===== src/rtl/tl_tx_fc_credit_gate.sv =====
// Transmit-side flow-control credit gate for a single PCIe credit class.
// Holds the credit limits advertised by the link partner and the credits
// consumed so far, and grants a pending TLP only when both header and data
// credits pass the modulo gating check.
//
// state    | meaning
// ---------+---------------------------------------------------------
// IDLE     | no request under evaluation
// CALC     | register required header/data credits for the request
// CHECK    | first gating check against the registered limits
// WAIT     | stalled for credits, re-checking every cycle
// GRANT    | one-cycle grant pulse, consumed counters already updated
module tl_tx_fc_credit_gate #(
    parameter int HDR_CREDS_WIDTH  = 12,
    parameter int DATA_CREDS_WIDTH = 16,
    parameter int LEN_WIDTH        = 10
) (
    input  logic                        clk,
    input  logic                        rst_n,
    input  logic                        fc_init_valid,
    input  logic                        fc_update_valid,
    input  logic [HDR_CREDS_WIDTH-1:0]  fc_hdr_limit,
    input  logic [DATA_CREDS_WIDTH-1:0] fc_data_limit,
    input  logic [1:0]                  hdr_scale,
    input  logic [1:0]                  data_scale,
    input  logic                        req_valid,
    input  logic                        req_has_data,
    input  logic [LEN_WIDTH-1:0]        req_len,
    output logic                        req_grant,
    output logic                        fc_blocked,
    output logic [HDR_CREDS_WIDTH-1:0]  hdr_consumed,
    output logic [DATA_CREDS_WIDTH-1:0] data_consumed,
    output logic                        hdr_infinite,
    output logic                        data_infinite
);

    localparam logic [2:0] ST_IDLE  = 3'd0;
    localparam logic [2:0] ST_CALC  = 3'd1;
    localparam logic [2:0] ST_CHECK = 3'd2;
    localparam logic [2:0] ST_WAIT  = 3'd3;
    localparam logic [2:0] ST_GRANT = 3'd4;

    logic [2:0]                  state;
    logic                        init_done;
    logic [HDR_CREDS_WIDTH-1:0]  hdr_limit;
    logic [DATA_CREDS_WIDTH-1:0] data_limit;
    logic [HDR_CREDS_WIDTH-1:0]  hdr_req_r;
    logic [DATA_CREDS_WIDTH-1:0] data_req_r;

    logic [HDR_CREDS_WIDTH-1:0]  hdr_mask;
    logic [HDR_CREDS_WIDTH-1:0]  hdr_half;
    logic [HDR_CREDS_WIDTH-1:0]  hdr_diff;
    logic [DATA_CREDS_WIDTH-1:0] data_mask;
    logic [DATA_CREDS_WIDTH-1:0] data_half;
    logic [DATA_CREDS_WIDTH-1:0] data_diff;
    logic [DATA_CREDS_WIDTH-1:0] data_req_calc;
    logic [LEN_WIDTH+1:0]        len_ext;
    logic                        hdr_ok;
    logic                        data_ok;
    logic                        check_pass;

    // Active field width per scale; scale 00 is treated as 01.
    always_comb begin
        hdr_mask  = {HDR_CREDS_WIDTH{1'b1}} >> (HDR_CREDS_WIDTH - 8);
        data_mask = {DATA_CREDS_WIDTH{1'b1}} >> (DATA_CREDS_WIDTH - 12);
        case (hdr_scale)
            2'b11:   hdr_mask = {HDR_CREDS_WIDTH{1'b1}};
            2'b10:   hdr_mask = {HDR_CREDS_WIDTH{1'b1}} >> (HDR_CREDS_WIDTH - 10);
            default: hdr_mask = {HDR_CREDS_WIDTH{1'b1}} >> (HDR_CREDS_WIDTH - 8);
        endcase
        case (data_scale)
            2'b11:   data_mask = {DATA_CREDS_WIDTH{1'b1}};
            2'b10:   data_mask = {DATA_CREDS_WIDTH{1'b1}} >> (DATA_CREDS_WIDTH - 14);
            default: data_mask = {DATA_CREDS_WIDTH{1'b1}} >> (DATA_CREDS_WIDTH - 12);
        endcase
        // 2^(N-1) derived from the mask so it tracks the scale.
        hdr_half  = (hdr_mask >> 1) + HDR_CREDS_WIDTH'(1);
        data_half = (data_mask >> 1) + DATA_CREDS_WIDTH'(1);
    end

    // Required data credits: ceil(len/4) with len 0 meaning the maximum length.
    always_comb begin
        len_ext = (req_len == '0) ? (LEN_WIDTH+2)'(1 << LEN_WIDTH)
                                  : (LEN_WIDTH+2)'(req_len);
        data_req_calc = req_has_data
                      ? DATA_CREDS_WIDTH'((len_ext + (LEN_WIDTH+2)'(3)) >> 2)
                      : '0;
    end

    // Modulo gating check; wrap at the full register width then mask to N.
    always_comb begin
        hdr_diff   = (hdr_limit - (hdr_consumed + hdr_req_r)) & hdr_mask;
        data_diff  = (data_limit - (data_consumed + data_req_r)) & data_mask;
        hdr_ok     = hdr_infinite || (hdr_diff <= hdr_half);
        data_ok    = data_infinite || (data_req_r == '0) || (data_diff <= data_half);
        check_pass = hdr_ok && data_ok;
    end

    assign req_grant  = (state == ST_GRANT);
    assign fc_blocked = (state == ST_WAIT);

    // Credit limits and infinite flags from InitFC / UpdateFC.
    always_ff @(posedge clk) begin
        if (!rst_n) begin
            hdr_limit     <= '0;
            data_limit    <= '0;
            hdr_infinite  <= 1'b0;
            data_infinite <= 1'b0;
            init_done     <= 1'b0;
        end else if (fc_init_valid) begin
            hdr_limit     <= fc_hdr_limit & hdr_mask;
            data_limit    <= fc_data_limit & data_mask;
            hdr_infinite  <= (fc_hdr_limit == '0);
            data_infinite <= (fc_data_limit == '0);
            init_done     <= 1'b1;
        end else if (fc_update_valid && init_done) begin
            if (!hdr_infinite)  hdr_limit  <= fc_hdr_limit & hdr_mask;
            if (!data_infinite) data_limit <= fc_data_limit & data_mask;
        end
    end

    // Request sequencing and consumed-credit accounting; init aborts anything in flight.
    always_ff @(posedge clk) begin
        if (!rst_n) begin
            state         <= ST_IDLE;
            hdr_consumed  <= '0;
            data_consumed <= '0;
            hdr_req_r     <= '0;
            data_req_r    <= '0;
        end else if (fc_init_valid) begin
            state         <= ST_IDLE;
            hdr_consumed  <= '0;
            data_consumed <= '0;
        end else begin
            case (state)
                ST_IDLE: begin
                    if (req_valid && init_done) state <= ST_CALC;
                end
                ST_CALC: begin
                    if (!req_valid) begin
                        state <= ST_IDLE;
                    end else begin
                        hdr_req_r  <= HDR_CREDS_WIDTH'(1);
                        data_req_r <= data_req_calc;
                        state      <= ST_CHECK;
                    end
                end
                ST_CHECK, ST_WAIT: begin
                    if (!req_valid) begin
                        state <= ST_IDLE;
                    end else if (check_pass) begin
                        if (!hdr_infinite)
                            hdr_consumed <= (hdr_consumed + hdr_req_r) & hdr_mask;
                        if (!data_infinite)
                            data_consumed <= (data_consumed + data_req_r) & data_mask;
                        state <= ST_GRANT;
                    end else begin
                        state <= ST_WAIT;
                    end
                end
                ST_GRANT: state <= ST_IDLE;
                default:  state <= ST_IDLE;
            endcase
        end
    end

endmodule


===== config.mk =====
export PLATFORM = sky130hd
export DESIGN_NAME = tl_tx_fc_credit_gate
export DESIGN_NICKNAME = d
export VERILOG_FILES = /design/src/rtl/tl_tx_fc_credit_gate.sv
export SDC_FILE = /design/constraint.sdc
export NUM_CORES = 1
export LEC_CHECK = 0
export ABC_CLOCK_PERIOD_IN_PS = 7500
export BUFFER_PORTS_ARGS = -buffer_cell sky130_fd_sc_hd__buf_4
export CORE_UTILIZATION = 30
export CTS_BUF_LIST = sky130_fd_sc_hd__clkbuf_4
export CTS_CLUSTER_SIZE = 25
export DETAILED_ROUTE_END_ITERATION = 10
export GPL_TIMING_DRIVEN = 0
export SLEW_MARGIN = 10
export SYNTH_ARGS = -nofsm -noshare
export SYNTH_HDL_FRONTEND = slang
export SYNTH_SLANG_ARGS = --single-unit

===== constraint.sdc =====
create_clock -name clk -period 7.5 [get_ports clk]
set_clock_uncertainty 0.2 [all_clocks]
set_input_delay 1.875 -clock clk [delete_from_list [all_inputs] [get_ports clk]]
set_output_delay 1.875 -clock clk [all_outputs]
set_load 0.02 [all_outputs]

# Word-level counts from Yosys, hierarchy flattened

Index checks and enable logic that the tools add are counted.

Memory bits (read-only): 0
RAM bits: 0
Output and inout port bits: 32
Logic and storage cells: 74
Latch bits: 0
Memories: 0
Register bits: 79

Reductions and logical operators: 19
Multiplexer cells: 15
Multipliers: 0
Shifts and indexed selects: 0
Add/sub/neg operators: 7
$lt $le $gt $ge: 2
Equal/unequal tests: 11
Bitwise operators: 10
Div/mod/pow operators: 0

Operators with widths:

| operator                                       | number |
|---|---|
| bitwise AND 16 bit                             | 3 |
| two-way mux 16 bit                             | 3 |
| bitwise AND 12 bit                             | 3 |
| two-way mux 12 bit                             | 3 |
| logical NOT 16 bit                             | 2 |
| one-hot mux 16 bit (2 select lines)            | 1 |
| one-hot mux 12 bit (2 select lines)            | 1 |
| adder 15 x 1 -> 16 bit (second input constant) | 1 |
| adder 16 bit                                   | 1 |
| <= comparator 16 bit                           | 1 |
| subtractor 16 bit                              | 1 |
| adder 11 x 1 -> 12 bit (second input constant) | 1 |
| adder 11 x 2 -> 12 bit (second input constant) | 1 |
| adder 12 x 1 -> 12 bit                         | 1 |
| <= comparator 12 bit                           | 1 |
| logical NOT 12 bit                             | 1 |
| subtractor 12 bit                              | 1 |
| two-way mux 11 bit                             | 1 |
| logical NOT 10 bit                             | 1 |
| two-way mux 10 bit                             | 1 |
| two-way mux 3 bit                              | 3 |
| one-hot mux 3 bit (3 select lines)             | 1 |
| == test 2 bit (second input constant)          | 4 |
| AND reduction 4 bit                            | 2 |
| other kinds (13)                               | 25 |

# Longest topological paths before layout

Depth in word-level cells: 9
Depth in mapped cells: 31

# Least setup slack after synthesis

Ideal clock, no wire load.

Kind: reg2reg
Start: register data_consumed[0]
End: register hdr_consumed[10]
Period minus slack after synthesis: 6.402 ns
Path buffers: 2
Data required time: 7.231 ns
Slack: 1.098 ns
Cell stages (with the launch flop): 32
Arrival time: 6.133 ns
Path through: dfxtp_1 ha_1 fa_1 a21o_1 a221oi_4 o21bai_1 a21oi_1 xor2_1 ha_1 nand3_1 a21oi_1 o21ai_0 nand2_1 o211ai_2 a41oi_2 o21a_1 or2_2 a21oi_1 xor2_1 nor2_1 ha_1 and3_1 nand3_1 a2111oi_1 o2111ai_1 a21oi_1 a311oi_2 and2_1 buf_4 buf_6 or4_1 o21ai_1

Word-level cells in the longest chain between the ends: 7

Ends and longest elaborated chain:

| what                          | line | source |
|---|---|---|
| from (decl)                   | 32   | `output logic [DATA_CREDS_WIDTH-1:0] data_consumed,` |
| from (signal assigned)        | 155  | `data_consumed <= (data_consumed + data_req_r) & data_mask;` |
| adder 16 bit                  | 93   | `data_diff = (data_limit - (data_consumed + data_req_r)) & data_mask;` |
| subtractor 16 bit             | 93   |  |
| bitwise AND 16 bit            | 93   |  |
| <= comparator 16 bit          | 95   | `data_ok = data_infinite \|\| (data_req_r == '0) \|\| (data_diff <= data_half);` |
| logical OR 1 bit              | 95   |  |
| logical AND 1 bit             | 96   | `check_pass = hdr_ok && data_ok;` |
| AND reduction 4 bit (no line) | --   |  |
| to (signal assigned)          | 153  | `hdr_consumed <= (hdr_consumed + hdr_req_r) & hdr_mask;` |
| to (decl)                     | 31   | `output logic [HDR_CREDS_WIDTH-1:0] hdr_consumed,` |

No other way between the ends.
A chain may end at the register's enable or synchronous reset.

# Final worst setup path

Same ends and word-level chain as after synthesis.

==> flow_metrics.py <==
metrics = {
    "setup_path": {
        "crit_arrival_ns": 7.04,
        "crit_top_cell": "a21oi_1",
        "worstPathRequired_ns": 7.68,
        "rr_startpoint": "data_consumed[0]",
        "path_max_fanout": 10,
        "r2r_cells": 31,
        "slowest_stage": "or4_1",
        "startpoint": "data_consumed[0]",
        "r2r_end": "hdr_consumed[10]",
        "crit_family": "compound AO/OA/AOI/OAI gates",
        "critPathBufInv": 2,
        "path_class": "reg2reg",
        "regToRegSetupSlack_ns": 0.63,
        "critPathMaxStageDelay_ns": 0.51,
        "crit_path_start_kind": "flop",
        "critical_path.endpoint_type": "flop",
        "endpoint": "hdr_consumed[10]",
        "path_depth": 31,
    },
    "floorplan": {
        "core_um2": 16600,
        "die_x_um": 133,
        "die_y_um": 133,
        "fp.dieArea_um2": 17600,
        "initial_core_util_pct": 30.9,
        "io_pins": 80,
        "core.rowCount": 47,
    },
    "timing": {
        "period_minus_slack_ns": 6.87,
        "finalSetupViolCount": 0,
        "tns_ns": 0,
        "worst_slew_pin_slew_ns": 0.608,
        "max-slew-margin-rel_pct": 58.9,
        "setup_ws_ns": 0.633,
        "drv_slew": 0,
        "max_freq_mhz": 146,
        "rsz0062_at_grt": "no",
        "finalCritPeriodShare_pct": 91.6,
        "hold_violations": 0,
    },
    "yosys": {
        "synth_seq_area_share_pct": 28.5,
        "synth_cell_types": 68,
        "synth_area_um2": 5130,
        "synthArstFlopShare_pct": 0,
        "synth_edf_count": 0,
        "synth_flop_cell": "dfxtp_1",
        "syn_inst": 622,
        "avgSynthCellArea_um2": 8.26,
        "yosys_warnings": 0,
        "ys_seq_elements": 73,
    },
    "place": {
        "dp_hpwl_mm": 11.0,
        "port_buffers": 78,
        "dpl_worst_slack_ns": 0.417,
        "place_congestion": 0.835,
        "numPlacedInstances": 921,
    },
    "cts": {
        "cts_num_sinks": 73,
        "tritoncts": "built",
        "cts_buffers": 9,
        "clk_pin_slew_ns": 0.13,
        "cts_buffer_depth": 2,
        "cts_root_buf": "clkbuf_4",
        "ctsHtreeMaxLevel": 3,
        "insertion_delay_ns": 0.44,
    },
    "pwr": {
        "swShare_pct": 28.9,
        "pwr-share-comb_pct": 20.0,
        "clkPwrFrac_pct": 32.8,
        "power.switching_uw": 246,
        "vdd_drop_max_mv": 0.0617,
        "total_power_uw": 852,
        "cellLeakagePower_nw": 2.46,
        "p_seq_share_pct": 47.3,
        "internal-power_uw": 606,
        "power.density_nw_per_um2": 138,
    },
    "job": {
        "drv_cap": 0,
    },
    "route": {
        "ant_nets": 0,
        "routedWlPerCell_um": 14.6,
        "first_pass_iters": 4,
        "wirelength_mm": 13.7,
        "num_vias": 4734,
        "drt-initial-drc-count": 223,
        "via_per_inst": 5.04,
        "route.detailed.drc": 0,
    },
    "global_route": {
        "grt_max_degree": 13,
        "grt_pass1_wl_mm": 22.4,
        "track_usage_pct": 16.0,
        "antenna_found_initial": 1,
        "grt_overflow": 0,
        "grt_pass1_vias": 4317,
    },
    "final_layout": {
        "seq_area_um2": 1460,
        "nFillCells": 1758,
        "drive_gt1_share_pct": 16.7,
        "synthToLayoutAreaGrowth_pct": 20.3,
        "instances_no_fill": 939,
        "multi_input_comb_area_um2": 3480,
        "nets": 805,
    },
    "outcome": {
        "outcome": "finished clean",
    },
    "min_path": {
        "min_path_type": "reg2reg",
    },
}
## synth_stat cells (3+ instances only)
| master | n | area, um2 |
|---|---|---|
| nor3_1 | 8 | 40.0 |
| and2_1 | 5 | 31.3 |
| a22oi_1 | 9 | 67.6 |
| a21oi_1 | 29 | 145 |
| or3_1 | 4 | 25.0 |
| or2_2 | 4 | 25.0 |
| a21boi_0 | 31 | 233 |
| o21a_1 | 5 | 37.5 |
| ha_1 | 42 | 526 |
| nand2b_1 | 5 | 31.3 |
| nor4_1 | 10 | 62.6 |
| and3_1 | 12 | 75.1 |
| or4_1 | 13 | 97.6 |
| o21bai_1 | 3 | 22.5 |
| a21o_1 | 8 | 60.1 |
| buf_2 | 3 | 15.0 |
| nor2b_1 | 15 | 93.8 |
| nand3_1 | 37 | 185 |
| xnor2_1 | 21 | 184 |
| dfxtp_1 | 73 | 1460 |
| xor2_1 | 21 | 184 |
| clkbuf_1 | 20 | 75.1 |
| o21ai_0 | 11 | 55.1 |
| mux2i_1 | 6 | 60.1 |
| nand3b_1 | 6 | 45.0 |
| nand2_1 | 85 | 319 |
| o211ai_1 | 3 | 22.5 |
| inv_1 | 25 | 93.8 |
| o31ai_1 | 17 | 128 |
| a31oi_1 | 6 | 37.5 |
| nor2_1 | 24 | 90.1 |
| nand4_1 | 7 | 43.8 |
| o21ai_1 | 6 | 30.0 |
## power groups by stage
stage,Combinational (mW),Clock (mW),Sequential [mW]
floorplan,0.117,0,0.409
global placement,0.168,0,0.412
detailed placement,0.169,0,0.412
CTS,0.170,0.288,0.403
global route,0.193,0.307,0.404
finish,0.170,0.279,0.403
## what timing repair did
| item | in CTS | in global routing |
|---|---|---|
| setup buffers | 0 | 2 |
| hold buffers | 0 | 0 |
| gates resized for setup | 0 | 2 |
| endpoints found under the setup margin | 0 | 13 |
## stage by stage
| stage | hold slack [ns] | area, um2 | util (%) |
|---|---|---|---|
| after floorplan | 0.239 | 5140 | - |
| after CTS | 0.280 | 6150 | 37.0 |
| after global placement | 0.255 | 6000 | 36.0 |
| after detailed placement | 0.263 | 6000 | 36.0 |
| after global routing | 0.308 | 6180 | 37.1 |
| final | 0.276 | 6180 | 37.1 |
## registers in the layout, summed over array words and instances (netlist names)
register,count
hdr_infinite,1
hdr_limit,12
hdr_req_r,1
data_infinite,1
data_consumed,16
init_done,1
data_req_r,10
state,3
hdr_consumed,12
data_limit,16
## worst reg2reg max path: cells and delay by family (launching register included)
kind,cells,cell delay (ns)
AOI/OAI and AO/OA,15,2.76
xor gates and xnor gates,2,0.39
adders and majority gates,4,1.24
buffers and inverters,2,0.31
DFF,1,0.36
and+or+nand+nor,8,1.56
## cell type report
class	count	area share [%]
Antenna cell	1	0.0405
Buffer	27	1.88
Clock buffer	9	1.09
Clock inverter	6	1.36
Inverter	25	1.52
Multi-Input combinational cell	498	56.3
Sequential cell	73	23.7
Tap cell	220	4.46
Timing Repair Buffer	80	9.72
## cells by family after synthesis
group / after synthesis / synth area share, %
and+or+nand+nor: 242 / 23.8
buffers and inverters: 52 / 4.09
AOI/OAI and AO/OA: 160 / 23.4
xor gates and xnor gates: 45 / 8.36
DFF: 73 / 28.5
other: 1 / 0.0730
adders and majority gates: 43 / 10.6
muxes: 6 / 1.17
## placed cells by master (no fill, tap or decap), types with 6 or more instances in the layout
cell	count
clkbuf_1	20
nor4_1	10
nor3_1	8
nand3_1	37
inv_1	25
a31oi_1	6
nand4_1	7
dfxtp_1	73
a22oi_1	9
ha_1	42
or4_1	13
nor2b_1	15
xor2_1	21
mux2i_1	6
a21oi_1	29
nor2_1	24
nand3b_1	6
xnor2_1	21
o21ai_1	6
nand2_1	85
o21ai_0	11
buf_4	81
and3_1	12
clkbuf_4	9
a21o_1	8
a21boi_0	31
o31ai_1	17
## metal layers
| layer | wire length, um | up-vias | GRT usage, % |
|---|---|---|---|
| li1 | - | 2457 | - |
| met1 | 7120 | 2160 | 23.9 |
| met2 | 5640 | 105 | 23.0 |
| met3 | 738 | 12 | 2.38 |
| met4 | 208 | 0 | 5.68 |
| met5 | 0 | - | 0 |
## worst min path at each step
stage	endpoint	from	cells after the start	slack, ns
6_report	hdr_limit[1]	hdr_limit[1]	2	0.28
5_1_grt	hdr_limit[10]	hdr_limit[10]	2	0.31
4_1_cts	hdr_limit[1]	hdr_limit[1]	2	0.28
3_5_place_dp	data_limit[4]	data_limit[4]	2	0.26
3_3_place_gp	data_limit[0]	data_limit[0]	2	0.25
2_1_floorplan	hdr_req_r[0]	hdr_req_r[0]	2	0.24
Note: power is estimated with default switching activity, not from simulation.
